File: src/rtl/reg_dump.sv
// ---------------------------------------------------------------------------
// reg_dump -- register-file dump sequencer
//
// On a Start pulse, walks the processor's debug read port from FIRST_REG to
// LAST_REG. Each register word is captured and streamed out on a valid/ready
// beat together with its index. The debug port is a registered read, so every
// address change is followed by one SETUP cycle before the data is captured.
//
// Optional feature (macro REG_DUMP_CHECKSUM_EN): an XOR checksum of all
// register beats is sent as one extra final beat with DumpIndex = 0. In that
// build, DumpLast is set only on the checksum beat.
//
// Ports:
//   Clock      in   system clock, rising edge
//   Reset      in   asynchronous, active-high reset
//   Start      in   begin a dump (sampled only while idle)
//   Busy       out  dump in progress
//   Done       out  one-cycle completion pulse
//   RegAddr    out  debug read address
//   RegData    in   debug read data (one cycle after RegAddr)
//   DumpValid  out  output beat valid
//   DumpReady  in   consumer accepts beat
//   DumpData   out  captured register word (or checksum)
//   DumpIndex  out  register index of the beat (0 for checksum)
//   DumpLast   out  final beat marker
// ---------------------------------------------------------------------------
module reg_dump #(
    parameter int FIRST_REG  = 1,
    parameter int LAST_REG   = 31,
    parameter int DATA_WIDTH = 32,
    parameter int ADDR_WIDTH = 5
) (
    input  logic                  Clock,
    input  logic                  Reset,
    input  logic                  Start,
    output logic                  Busy,
    output logic                  Done,
    output logic [ADDR_WIDTH-1:0] RegAddr,
    input  logic [DATA_WIDTH-1:0] RegData,
    output logic                  DumpValid,
    input  logic                  DumpReady,
    output logic [DATA_WIDTH-1:0] DumpData,
    output logic [ADDR_WIDTH-1:0] DumpIndex,
    output logic                  DumpLast
);

    localparam logic [2:0] ST_IDLE    = 3'd0;
    localparam logic [2:0] ST_SETUP   = 3'd1;
    localparam logic [2:0] ST_CAPTURE = 3'd2;
    localparam logic [2:0] ST_OUTPUT  = 3'd3;
`ifdef REG_DUMP_CHECKSUM_EN
    localparam logic [2:0] ST_CHECK   = 3'd4;
`endif

    localparam logic [ADDR_WIDTH-1:0] FIRST_ADDR = ADDR_WIDTH'(FIRST_REG);
    localparam logic [ADDR_WIDTH-1:0] LAST_ADDR  = ADDR_WIDTH'(LAST_REG);
    localparam logic [ADDR_WIDTH-1:0] ADDR_ONE   = ADDR_WIDTH'(1);

    logic [2:0] state;
    logic       at_last;

`ifdef REG_DUMP_CHECKSUM_EN
    logic [DATA_WIDTH-1:0] checksum;
`endif

    assign at_last = (RegAddr == LAST_ADDR);

    always_ff @(posedge Clock or posedge Reset) begin
        if (Reset) begin
            state     <= ST_IDLE;
            Busy      <= 1'b0;
            Done      <= 1'b0;
            RegAddr   <= '0;
            DumpValid <= 1'b0;
            DumpData  <= '0;
            DumpIndex <= '0;
            DumpLast  <= 1'b0;
`ifdef REG_DUMP_CHECKSUM_EN
            checksum  <= '0;
`endif
        end else begin
            // Done is a single-cycle pulse; it is only raised on the
            // completing handshake below.
            Done <= 1'b0;
            case (state)
                ST_IDLE: begin
                    if (Start) begin
                        RegAddr <= FIRST_ADDR;
                        Busy    <= 1'b1;
                        state   <= ST_SETUP;
`ifdef REG_DUMP_CHECKSUM_EN
                        checksum <= '0;
`endif
                    end
                end

                // Registered read port: RegData reflects RegAddr one cycle
                // after it changes, so wait here once per register.
                ST_SETUP: begin
                    state <= ST_CAPTURE;
                end

                ST_CAPTURE: begin
                    DumpData  <= RegData;
                    DumpIndex <= RegAddr;
                    DumpValid <= 1'b1;
`ifdef REG_DUMP_CHECKSUM_EN
                    DumpLast  <= 1'b0;
`else
                    DumpLast  <= at_last;
`endif
                    state     <= ST_OUTPUT;
                end

                // DumpValid is always high in this state, so DumpReady alone
                // marks the handshake. Outputs stay untouched until then.
                ST_OUTPUT: begin
                    if (DumpReady) begin
`ifdef REG_DUMP_CHECKSUM_EN
                        checksum <= checksum ^ DumpData;
`endif
                        if (!at_last) begin
                            DumpValid <= 1'b0;
                            RegAddr   <= RegAddr + ADDR_ONE;
                            state     <= ST_SETUP;
                        end else begin
`ifdef REG_DUMP_CHECKSUM_EN
                            // Load the checksum beat straight away, folding
                            // in the beat being accepted on this edge. Valid
                            // stays high, so the new beat follows back-to-back.
                            DumpData  <= checksum ^ DumpData;
                            DumpIndex <= '0;
                            DumpLast  <= 1'b1;
                            state     <= ST_CHECK;
`else
                            DumpValid <= 1'b0;
                            Busy      <= 1'b0;
                            Done      <= 1'b1;
                            state     <= ST_IDLE;
`endif
                        end
                    end
                end

`ifdef REG_DUMP_CHECKSUM_EN
                ST_CHECK: begin
                    if (DumpReady) begin
                        DumpValid <= 1'b0;
                        Busy      <= 1'b0;
                        Done      <= 1'b1;
                        state     <= ST_IDLE;
                    end
                end
`endif

                default: begin
                    state <= ST_IDLE;
                end
            endcase
        end
    end

endmodule

File: config.mk
export PLATFORM = sky130hd
export DESIGN_NAME = reg_dump
export DESIGN_NICKNAME = d
export VERILOG_FILES = /design/src/rtl/reg_dump.sv
export SDC_FILE = /design/constraint.sdc
export NUM_CORES = 1
export LEC_CHECK = 0
export ABC_AREA = 1
export CAP_MARGIN = 0
export CELL_PAD_IN_SITES_DETAIL_PLACEMENT = 0
export CELL_PAD_IN_SITES_GLOBAL_PLACEMENT = 1
export CORE_UTILIZATION = 31
export DETAILED_ROUTE_END_ITERATION = 8
export PLACE_DENSITY_LB_ADDON = 0.1
export SKIP_CTS_REPAIR_TIMING = 1
export SLEW_MARGIN = 20
export SYNTH_ARGS = -nofsm -noshare
export SYNTH_HDL_FRONTEND = slang
export SYNTH_SLANG_ARGS = --single-unit
File: constraint.sdc
create_clock -name Clock -period 1.6 [get_ports Clock]
set_input_delay 0.16 -clock Clock [delete_from_list [all_inputs] [get_ports Clock]]
set_output_delay 0.16 -clock Clock [all_outputs]
set_load 0.02 [all_outputs]
==> reports/results.ini <==
[sta]
tightestPinTransition_ns = 0.403
period_minus_slack_ns = 1.48
slew_viol_final = 0
hold_viol_final = 0
min_period_over_period_pct = 92.8
post-route-worst-setup-slack_ns = 0.115
tns_ns = 0
setup_violations = 0
slew_headroom_pct = 73.1
fmax_mhz = 673
skew_ns = 0.00544

[cts]
htree_num_levels = 2
clock-sinks = 48
clock-root-buffer = clkbuf_8
cts_tree = done
clkTransAtPathRegs_ns = 0.08
clk_latency_ns = 0.30
cts_made_buffers = 5
clockBufferDepth = 2

[run]
maxCapViolations = 0

[synthesis]
yosys_warnings = 0
ys_seq_area_share_pct = 59.9
syn_nets = 267
ys_ff_latch = 48
syn_avg_cell_area_um2 = 8.87
synth_area_leaders = dfrtp_1 (60%), nand2_1 (24%), ha_1 (3.1%)
yosysTopAreaCell = dfrtp_1
ys_types = 23
syn_area_um2 = 2010
syn_inst = 226
yosys.area.top_type_share_pct = 59.9

[setup_path]
crit_buf_inv = 1
crit_path_end_kind = output port
cp_top_family = buffers and inverters
cpPeakStageDelay_ns = 0.62
crit_start = RegAddr[4]
crit_chain = clkdlybuf4s50_1
critPathRequiredTime_ns = 1.44
crit_arrival_ns = 1.32
cp_max_fo = 4
critPathLaunchType = flop
cp_slowest_cell = clkdlybuf4s50_1
worstReg2RegStart = RegAddr[0]
setup.worst_path.class = flop to output port

[pwr]
ir_drop_v = 0.000836
p_leak_nw = 1.54
power_density_nw_per_um2 = 1960

[die]
dieArea_um2 = 6800
num_rows = 28
fp.coreArea_um2 = 6100
fp.dieW_um = 82.4
ioPinCount = 82
die_y_um = 82.4
start_util_pct = 32.9

[grt]
grt_pass1_wl_um = 7600
grt_pass1_vias = 1632
use_met1_pct = 17.7
overflow = 0
grt_usage_pct = 15.1
gr-usage-met3_pct = 4.29
antenna_found_initial = 0
grt_max_degree = 40
grt.busiest_layer = met2
met2_usage_pct = 26.2

[placed_design]
placed_cell_area_um2 = 2910
dp_hpwl_um = 3170
io_buffer_count = 81
post-place-ws_ns = 0.0266
place_congestion = 0.697

[routing]
vias = 1713
wl_per_cell_um = 12.2
drtIter0Drc = 87
first_pass_iters = 4
drc = 0
vias_per_cell = 4.41
antenna_left = 0
wl_um = 4740

[final_layout]
nFillCells = 621
num-nets-final = 353
final_cell_mix = nand2_1 (126), clkdlybuf4s50_1 (78), dfrtp_1 (48)
design_area_um2 = 3040
final_common_cell = nand2_1
area_growth_syn_to_layout_pct = 51.5
multiInputGateArea_um2 = 707
final_layout_size_suffix_gt1_share_pct = 9.90
ff_latch_area_um2 = 1200
num_antenna_cells = 0

[status]
status = complete, no violations

[min_path]
hold_class = primary input to async pin

## state kept, by name, indices dropped and copies added (netlist names)
| signal | flops |
|---|---|
| DumpData | 32 |
| DumpIndex | 5 |
| RegAddr | 5 |
| state | 2 |
| Busy | 1 |
| Done | 1 |
| DumpLast | 1 |
| DumpValid | 1 |
## Yosys cell counts
master,count
a21oi_1,2
a22oi_1,1
buf_2,5
buf_4,3
buf_6,1
dfrtp_1,48
ha_1,5
inv_1,7
inv_2,3
inv_4,1
nand2_1,126
nand2_2,3
nand2_4,1
nand3_1,5
nand4_1,2
nor2_1,3
nor2_2,1
nor2_4,1
nor3_1,1
o21ai_0,2
o21ai_1,1
o21ai_2,3
or2_2,1
## path summary, 6_finish.rpt
path / end / slack [ns] / cells after the start
min in group Clock: DumpData[18] / 0.39 / 3
min: DumpData[9] / 0.03 / 2
max: RegAddr[4] / 0.12 / 1
max reg2reg: RegAddr[2] / 0.15 / 10
max in group asynchronous: RegAddr[1] / 1.01 / 3
min reg2reg: DumpData[7] / 0.47 / 2
## final cells by class
cell class | count | area share [%]
inverter | 11 | 1.52
sequential | 48 | 39.5
tap | 75 | 3.09
clock inverter | 2 | 1.15
timing repair buffer | 88 | 29.1
multi-input combinational | 158 | 23.3
clock buffer | 6 | 2.39
## metal layers
layer	wire (µm)	up-vias
met3	390	6
li1	-	866
met1	2110	788
met4	63	0
met5	0	-
met2	2180	53
## report_power, final
part           switching [mW]  leakage (nW)  internal (mW)
registers               0.260         0.600           1.72
clock network           0.404        0.0552          0.464
logic                    1.75         0.881           1.35
## metrics by stage
| step | util, % | std cells | hold WS [ns] | power (mW) |
|---|---|---|---|---|
| final | 49.9 | 388 | 0.0283 | 5.95 |
| after global routing | 49.9 | 388 | 0.0293 | 6.44 |
| after CTS | 49.5 | 387 | 0.0176 | 6.05 |
| after detailed placement | 47.7 | 379 | 0.345 | 5.16 |
| after global placement | 47.7 | 379 | 0.346 | 5.12 |
| after floorplan | - | 226 | 0.250 | 3.80 |
## worst register-to-register path: stages, from the launching register on
cell,delay (ns)
dfrtp_1,0.39
ha_2,0.18
nand2_1,0.08
nor2_1,0.05
ha_2,0.19
nand2_2,0.08
inv_2,0.05
nor2_4,0.10
nand2_4,0.10
nand2_1,0.09
o21ai_2,0.05
## logic make-up after synthesis
| family | Yosys count | share of synthesized area [%] |
|---|---|---|
| buf+inv | 20 | 5.12 |
| simple gates | 144 | 28.9 |
| flops | 48 | 59.9 |
| fa+ha+maj | 5 | 3.12 |
| compound gates | 9 | 2.93 |
Note: power is estimated with default switching activity, not from simulation.
